`config.mk`:
```
export PLATFORM = sky130hd
export DESIGN_NAME = bfm_apbtoahb
export DESIGN_NICKNAME = d
export VERILOG_FILES = /design/src/rtl/bfm_apbtoahb_pkg.sv /design/src/rtl/bfm_apbtoahb_wdog.sv /design/src/rtl/bfm_apbtoahb.sv
export SDC_FILE = /design/constraint.sdc
export NUM_CORES = 1
export LEC_CHECK = 0
export CAP_MARGIN = 20
export CORE_ASPECT_RATIO = 1.2
export CORE_MARGIN = 1
export CORE_UTILIZATION = 42
export DETAILED_ROUTE_END_ITERATION = 16
export PLACE_DENSITY = 0.9
export SYNTH_ARGS = -nofsm -noshare
export SYNTH_HDL_FRONTEND = slang
export SYNTH_SLANG_ARGS = --single-unit
```
`constraint.sdc`:
```
create_clock -name HCLK -period 4.1 [get_ports HCLK]
set_input_delay 0.41 -clock HCLK [delete_from_list [all_inputs] [get_ports HCLK]]
set_output_delay 0.41 -clock HCLK [all_outputs]
set_load 0.05 [all_outputs]
```
`src/rtl/bfm_apbtoahb_pkg.sv`:
```
// Shared definitions for the APB-to-AHB bridge BFM: FSM encodings, AHB
// transfer encodings and the address-window helper.
package bfm_apbtoahb_pkg;

   typedef enum logic [1:0] {
      ST_IDLE = 2'd0,
      ST_ADDR = 2'd1,
      ST_DATA = 2'd2,
      ST_RESP = 2'd3
   } state_e;

   localparam logic [1:0] HTRANS_IDLE     = 2'b00;
   localparam logic [1:0] HTRANS_NONSEQ   = 2'b10;
   localparam logic [2:0] HSIZE_WORD      = 3'b010;
   localparam logic [2:0] HBURST_SINGLE   = 3'b000;
   localparam logic [3:0] HPROT_DATA_PRIV = 4'b0011;
   localparam logic       HRESP_OKAY      = 1'b0;
   localparam logic       HRESP_ERROR     = 1'b1;

   // Mask of the HADDR bits taken from PADDR; the rest come from the AHB base.
   function automatic logic [31:0] addr_mask(input int paddr_bits);
      logic [63:0] m;
      m = (64'd1 << paddr_bits) - 64'd1;
      return m[31:0];
   endfunction

endpackage

```
`src/rtl/bfm_apbtoahb_wdog.sv`:
```
// Transfer watchdog: counts AHB wait cycles of one transfer and flags the
// cycle on which the limit is reached. Built only with BFM_APBTOAHB_TIMEOUT_EN.
module bfm_apbtoahb_wdog #(
   parameter int LIMIT = 256
) (
   input  logic clk_i,
   input  logic rst_i,
   input  logic clear_i,
   input  logic count_i,
   output logic expired_o
);

   localparam int W = (LIMIT > 1) ? $clog2(LIMIT + 1) : 1;

   logic [W-1:0] cnt_q;
   logic [W-1:0] cnt_d;

   // The limit is reached on the LIMIT-th counted wait cycle.
   assign expired_o = count_i && (cnt_q == W'(LIMIT - 1));
   assign cnt_d     = clear_i ? '0 : ((count_i && !expired_o) ? cnt_q + 1'b1 : cnt_q);

   // Wait-cycle counter, cleared when a new transfer is accepted.
   always_ff @(posedge clk_i or posedge rst_i) begin
      if (rst_i) begin
         cnt_q <= '0;
      end else begin
         // NOTE: non-blocking assignment for every flop, so all registers see pre-edge values.
         cnt_q <= cnt_d;
      end
   end

endmodule

```
`src/rtl/bfm_apbtoahb.sv`:
```
// APB-slave to AHB-Lite-master bridge BFM. Each APB transfer becomes one AHB
// SINGLE word transfer; the AHB response returns on PREADY/PSLVERR.
// Optional macro BFM_APBTOAHB_TIMEOUT_EN adds a wait-state watchdog that
// aborts a transfer after TIMEOUT_CYCLES HREADY-low cycles with PSLVERR=1.
// TPD documents the output delay of the behavioural BFM set; the synthesizable
// outputs here are plain registers.
module bfm_apbtoahb
   import bfm_apbtoahb_pkg::*;
#(
   parameter int          TPD            = 1,
   parameter int          PADDR_BITS     = 24,
   parameter logic [31:0] AHB_BASE       = 32'h0000_0000,
   parameter int          TIMEOUT_CYCLES = 256
) (
   input  logic        HCLK,
   input  logic        HRESET,
   input  logic        PSEL,
   input  logic        PENABLE,
   input  logic        PWRITE,
   input  logic [31:0] PADDR,
   input  logic [31:0] PWDATA,
   output logic [31:0] PRDATA,
   output logic        PREADY,
   output logic        PSLVERR,
   output logic [31:0] HADDR,
   output logic [1:0]  HTRANS,
   output logic        HWRITE,
   output logic [2:0]  HSIZE,
   output logic [2:0]  HBURST,
   output logic [3:0]  HPROT,
   output logic        HMASTLOCK,
   output logic [31:0] HWDATA,
   input  logic [31:0] HRDATA,
   input  logic        HREADY,
   input  logic        HRESP
);

   localparam logic [31:0] ADDR_MASK = addr_mask(PADDR_BITS);

   // An illegal configuration elaborates this otherwise empty marker block.
   if (PADDR_BITS < 2 || PADDR_BITS > 32 || TPD < 0 || TIMEOUT_CYCLES < 1) begin : g_illegal_params
   end

   state_e      state_q;
   logic [31:0] haddr_q;
   logic [1:0]  htrans_q;
   logic        hwrite_q;
   logic [31:0] wdata_q;
   logic [31:0] hwdata_q;
   logic [31:0] prdata_q;
   logic        pready_q;
   logic        pslverr_q;

   logic        setup;
   logic [31:0] haddr_d;
   logic        wd_expired;

   assign setup   = PSEL && !PENABLE;
   // Upper bits from the AHB window, lower bits from PADDR, always word aligned.
   assign haddr_d = (AHB_BASE & ~ADDR_MASK) | (PADDR & ADDR_MASK & 32'hFFFF_FFFC);

`ifdef BFM_APBTOAHB_TIMEOUT_EN
   logic wd_clear;
   logic wd_count;

   assign wd_clear = (state_q == ST_IDLE) && setup;
   assign wd_count = ((state_q == ST_ADDR) || (state_q == ST_DATA)) && !HREADY;

   bfm_apbtoahb_wdog #(
      .LIMIT (TIMEOUT_CYCLES)
   ) u_wdog (
      .clk_i     (HCLK),
      .rst_i     (HRESET),
      .clear_i   (wd_clear),
      .count_i   (wd_count),
      .expired_o (wd_expired)
   );
`else
   assign wd_expired = 1'b0;
`endif

   // Transfer FSM with all bus outputs registered.
   always_ff @(posedge HCLK or posedge HRESET) begin
      if (HRESET) begin
         state_q   <= ST_IDLE;
         haddr_q   <= '0;
         htrans_q  <= HTRANS_IDLE;
         hwrite_q  <= 1'b0;
         wdata_q   <= '0;
         hwdata_q  <= '0;
         prdata_q  <= '0;
         pready_q  <= 1'b0;
         pslverr_q <= 1'b0;
      end else begin
         case (state_q)
            ST_IDLE: begin
               // An access phase without a preceding setup phase is ignored.
               if (setup) begin
                  haddr_q  <= haddr_d;
                  hwrite_q <= PWRITE;
                  wdata_q  <= PWDATA;
                  htrans_q <= HTRANS_NONSEQ;
                  state_q  <= ST_ADDR;
               end
            end
            ST_ADDR: begin
               if (wd_expired) begin
                  htrans_q  <= HTRANS_IDLE;
                  pready_q  <= 1'b1;
                  pslverr_q <= 1'b1;
                  state_q   <= ST_RESP;
               end else if (HREADY) begin
                  htrans_q <= HTRANS_IDLE;
                  hwdata_q <= wdata_q;
                  state_q  <= ST_DATA;
               end
            end
            ST_DATA: begin
               // The first cycle of a two-cycle ERROR response is just a wait state.
               if (wd_expired) begin
                  pready_q  <= 1'b1;
                  pslverr_q <= 1'b1;
                  state_q   <= ST_RESP;
               end else if (HREADY) begin
                  pslverr_q <= (HRESP == HRESP_ERROR);
                  if (!hwrite_q) begin
                     prdata_q <= HRDATA;
                  end
                  pready_q  <= 1'b1;
                  state_q   <= ST_RESP;
               end
            end
            ST_RESP: begin
               // Response is presented for one cycle whether or not PSEL is still high.
               pready_q  <= 1'b0;
               pslverr_q <= 1'b0;
               state_q   <= ST_IDLE;
            end
            default: state_q <= ST_IDLE;
         endcase
      end
   end

   assign PRDATA    = prdata_q;
   assign PREADY    = pready_q;
   assign PSLVERR   = pslverr_q;
   assign HADDR     = haddr_q;
   assign HTRANS    = htrans_q;
   assign HWRITE    = hwrite_q;
   assign HWDATA    = hwdata_q;
   assign HSIZE     = HSIZE_WORD;
   assign HBURST    = HBURST_SINGLE;
   assign HPROT     = HPROT_DATA_PRIV;
   assign HMASTLOCK = 1'b0;

endmodule

```
Word level (Yosys, flattened, before mapping). Index checks and enable logic that the tools add are counted.

Bits in registers: 125. Input bits: 103. Word-level logic and storage cells: 38. Output and inout bits: 112.

Eq/ne operators: 6. Mux-type cells: 11. Bitwise gates (word level): 1. Reductions and logical operators: 11.

Operators with widths (count): 2-bit 2-to-1 mux (5); 3-bit AND reduction (3); 2-bit case mux with 4 select lines (1); 2-bit != test (second input constant) (3); 2-bit AND reduction (3); 2-bit equality test (second input constant) (2); 1-bit case mux with 2 select lines (2); 2-bit case mux with 2 select lines (1); 2-bit nonzero test (2); 2-bit by 1-bit equality test with 1-bit output (second input constant) (1); 2-bit zero test (1); 1-bit 2-to-1 mux (2); 1-bit logical AND (1); 1-bit zero test (1); 1-bit inverter (1).

Logic depth before layout (Yosys ltp).
Depth in word-level cells: 4. Gate-level depth with buffers: 7. Gate-level depth less buffers: 5.

Worst setup path before layout. OpenSTA, ideal clock, no wires.

Path type: reg2reg. From: reg hwrite_q (netlist: HWRITE). To: reg prdata_q[0] (netlist: PRDATA[0]). Path buffers: 1. Period minus slack after synthesis: 1.515 ns. Path slack: 2.585 ns. Data arrival time: 1.390 ns. Stages on the path, launching flop included: 4. Required time: 3.975 ns. Library setup time: 0.125 ns. Cell sequence: dfrtp_1 > nand3b_2 > buf_4 > mux2_2.

Cells in the longest elaborated chain, start to end: 2.

Ends and longest elaborated chain: start, declared (line bfm_apbtoahb.sv:47) `logic hwrite_q;`; start signal, assigned (line bfm_apbtoahb.sv:88) `hwrite_q <= 1'b0;`; start signal, assigned (line bfm_apbtoahb.sv:100) `hwrite_q <= PWRITE;`; 1-bit inverter (no line); 3-bit AND reduction (no line); end signal, assigned (line bfm_apbtoahb.sv:91) `prdata_q <= '0;`; end signal, assigned (line bfm_apbtoahb.sv:127) `prdata_q <= HRDATA;`; end, declared (line bfm_apbtoahb.sv:50) `logic [31:0] prdata_q;`.

Every way passes these cells. A chain may end at the register's enable or synchronous reset.

Worst setup path in the final report.
From: reg state_q[0]. To: reg wdata_q[0].

Cells in the longest elaborated chain, start to end: 2.

Ends and longest elaborated chain: start, declared (line bfm_apbtoahb.sv:44) `state_e state_q;`; start signal, assigned (line bfm_apbtoahb.sv:85) `state_q <= ST_IDLE;`; start signal, assigned (line bfm_apbtoahb.sv:103) `state_q <= ST_ADDR;`; start signal, assigned (line bfm_apbtoahb.sv:111) `state_q <= ST_RESP;`; 2-bit zero test (line bfm_apbtoahb.sv:95) `case (state_q)`; 2-bit AND reduction (no line); end signal, assigned (line bfm_apbtoahb.sv:89) `wdata_q <= '0;`; end signal, assigned (line bfm_apbtoahb.sv:101) `wdata_q <= PWDATA;`; end, declared (line bfm_apbtoahb.sv:48) `logic [31:0] wdata_q;`.

Every way passes these cells.

==> summary.md <==
| Metric | Value |
|---|---|
| Average wire per standard cell | `15.7 um` |
| RSZ-0062 raised after global routing | `no` |
| Xor/xnor cell area share of the yosys netlist | `0` |
| Final net count | `607` |
| First-pass GRT wire length | `16.5 mm` |
| Hold Violations, Final | `0` |
| Max Transition Viols Final | `0` |
| Die Span Y | `121 um` |
| Yosys cell types | `21` |
| Largest family of logic cells by synthesized area | `multiplexers` |
| Clock sink total | `124` |
| Crit-path slowest cell | `buf_4` |
| 1st-pass router iterations | `4` |
| Cell taking the most area after synthesis | `dfrtp_1` |
| Top cells by area, synth | `dfrtp_1 (63%), mux2_2 (27%), buf_4 (3.7%), buf_6 (1.4%), ha_1 (1.3%)` |
| Final setup viols | `0` |
| FF+latch area | `0.00310 mm^2` |
| Skew-Pair Late Insertion Delay | `0.40 ns` |
| Total core area | `0.0115 mm^2` |
| Clock skew | `0.00867 ns` |
| CTS Buf Count | `17` |
| Mean post-synth cell area | `16.0 um^2` |
| CTS root buf | `clkbuf_16` |
| Setup crit start kind | `flop` |
| Fmax | `0.424 GHz` |
| Top Metal Used | `met4` |
| Routed length on met2 | `5.67 mm` |
| Cell Area, Placed | `0.00680 mm^2` |
| Post-CTS setup buffers | `0` |
| Register share of total power | `0.295` |
| Synth Instances | `309` |
| IO Port Bufs | `182` |
| Fin area | `0.00742 mm^2` |
| Vias post-DR | `3094` |
| Sequential share of the synthesized area | `0.629` |
| Compound-Gate Fraction of Synth Area | `0.0109` |
| Resized Gates After CTS | `0` |
| Final ANT Viol Nets | `0` |
| Crit Path Class | `reg2reg` |
| Largest net degree at the start of global routing | `64` |
| Clock share of power | `0.212` |
| CTS hold repair buffers | `0` |
| WL met1 | `3.88 mm` |
| Share of layout cells above drive strength 1 | `0.305` |
| Setup_tns | `0 ns` |
| Met3 WL post-DR | `824 um` |
| Clock slew seen by the registers of the worst setup and hold paths | `0.05 ns` |
| CP arrival | `2.64 ns` |
| Post-Synth Adder-Cell Area | `0.0127` |
| Tcrit/Tclk final | `0.575` |
| Status | `completed` |
| GR Util All Layers | `0.183` |
| CP Max Fanout | `46` |
| Drt via density | `4.62` |
| H-tree levels | `4` |
| Max transition margin | `0.421` |
| Tmin final | `2.36 ns` |
| Yosys top cell area share | `0.629` |
| Io pins | `215` |
| Fraction of registers with async set/reset | `1.00` |
| Mapped Area | `0.00493 mm^2` |
| Initial antenna violation count | `0` |
| Mux share of post-synthesis cell area | `0.276` |
| Switching Fraction | `0.418` |
| Pwr Density | `991 mW/mm^2` |
| Slew @ Worst Pin | `0.863 ns` |
| Number of fill cells | `861` |
| Multi-input logic area | `0.00161 mm^2` |
| Crit path cell chain | `inv_1 > ha_1 > nand3b_1 > buf_4 > mux2_2` |
| Switching Power | `0.00307 W` |
| GP Congestion | `0.717` |
| #FFs+latches synth | `124` |
| Remaining DRCs | `0` |
| Post-Synth Simple-Gate Area | `0.0109` |
| Reg2Reg Setup Slack | `1.74 ns` |
| DIE AREA | `0.0122 mm^2` |
| Leak Pwr | `3.24 nW` |
| Slowest stage delay, CP | `0.60 ns` |
| Initial Util | `0.428` |
| Standard-cell rows | `43` |
| Ant. Diodes | `0` |
| CTS tree | `done` |
| Post-synth EDFFs | `0` |
| Worst min path class | `reg2reg` |
| Number of global-route vias before repair | `3383` |
| Crit end category | `flop` |
| DRT Wirelength | `10.5 mm` |
| Die Width | `101 um` |
| Yosys warning count | `0` |
| Worst vdd ir | `0.000434 V` |
| Synth cell count leaders | `dfrtp_1 (124), mux2_2 (120), buf_4 (24)` |
| DRT iter0 DRCs | `76` |
| Int Power | `0.00428 W` |
| Combinational Power Share | `0.493` |
| Clk buf depth | `2` |
| Count leader, synth | `dfrtp_1` |
| Grt ovf | `0` |
| DP Wirelength | `7.39 mm` |
| Max-cap violations | `0` |
| Crit path required time | `4.38 ns` |
| Area Growth Syn to Fin | `50.4%` |
| Post-synth top flop | `dfrtp_1` |
==> worst max-delay path, delay by kind of cell, from the launching register on <==
kind | cells | cell delay, ns
buffers and inverters | 2 | 0.71
flip-flops | 1 | 0.39
AND/OR/NAND/NOR | 1 | 0.41
multiplexers | 1 | 0.42
adder cells (fa/ha/maj) | 1 | 0.25
==> through the flow <==
step	hold WS [ns]	setup slack [ns]	cells	util	total power, W
floorplan	0.475	0.391	329	-	0.00462
global placement	0.481	1.66	637	0.590	0.00571
detailed placement	0.488	1.58	637	0.590	0.00584
CTS	0.503	1.73	669	0.644	0.00743
global route	0.512	1.62	669	0.644	0.00769
finish	0.502	1.74	669	0.644	0.00735
==> cells in the final DEF (no fill, tap or decap), drive strengths merged, types with 2 or more instances in the layout <==
cell type and instances:
ha 5, a22o 2, nand3b 2, clkinv 5, dfrtp 124, buf 3, clkinvlp 4, clkdlybuf4s50 182
conb 22, o21ai 3, bufinv 4, nor2 3, inv 7, clkbuf 18, mux2 120
==> registers in the layout (all words and copies together), names as in the netlist <==
register and cells:
PSLVERR 1, HADDR 22, wdata_q 32, PRDATA 32
state_q 2, HWRITE 1, HWDATA 32, HTRANS 1
PREADY 1
==> power by group through the flow <==
stage	sequential, W	clock (W)	combinational, W
floorplan	0.00370	0	0.000928
global placement	0.00213	0	0.00357
detailed placement	0.00219	0	0.00364
CTS	0.00218	0.00159	0.00366
global route	0.00225	0.00166	0.00378
finish	0.00217	0.00156	0.00362
==> worst paths after layout <==
check,cells after the start,endpoint,from
worst min-delay path,1,wdata_q[30]$_DFFE_PP0P_,wdata_q[30]$_DFFE_PP0P_
worst max register to register,5,wdata_q[0]$_DFFE_PP0P_,state_q[0]$_DFFE_PP0P_
min in group asynchronous,2,PRDATA[0]$_DFFE_PP0P_,HRESET
worst min register to register,1,wdata_q[30]$_DFFE_PP0P_,wdata_q[30]$_DFFE_PP0P_
max in group asynchronous,3,HADDR[15]$_DFFE_PP0P_,HRESET
worst max-delay path,5,wdata_q[0]$_DFFE_PP0P_,state_q[0]$_DFFE_PP0P_
==> metal layers <==
layer | global-route usage | up-vias
li1 | - | 1416
met1 | 0.185 | 1538
met3 | 0.0775 | 10
met5 | 0 | -
met2 | 0.330 | 130
met4 | 0.0643 | 0
==> layout make-up <==
cell class | instances | share of cell area
Inverter | 6 | 0.00337
Clock buffer | 18 | 0.0578
Tap cell | 157 | 0.0265
Timing Repair Buffer | 185 | 0.250
Sequential cell | 124 | 0.418
Clock inverter | 14 | 0.0263
Multi-Input combinational cell | 165 | 0.218
==> cells by family after synthesis <==
logic type / count (synthesis)
adder cells (fa/ha/maj): 5
multiplexers: 121
buffers and inverters: 40
flip-flops: 124
other: 2
AND/OR/NAND/NOR: 9
AO/OA/AOI/OAI: 8
(Power assumes the default switching activity.)
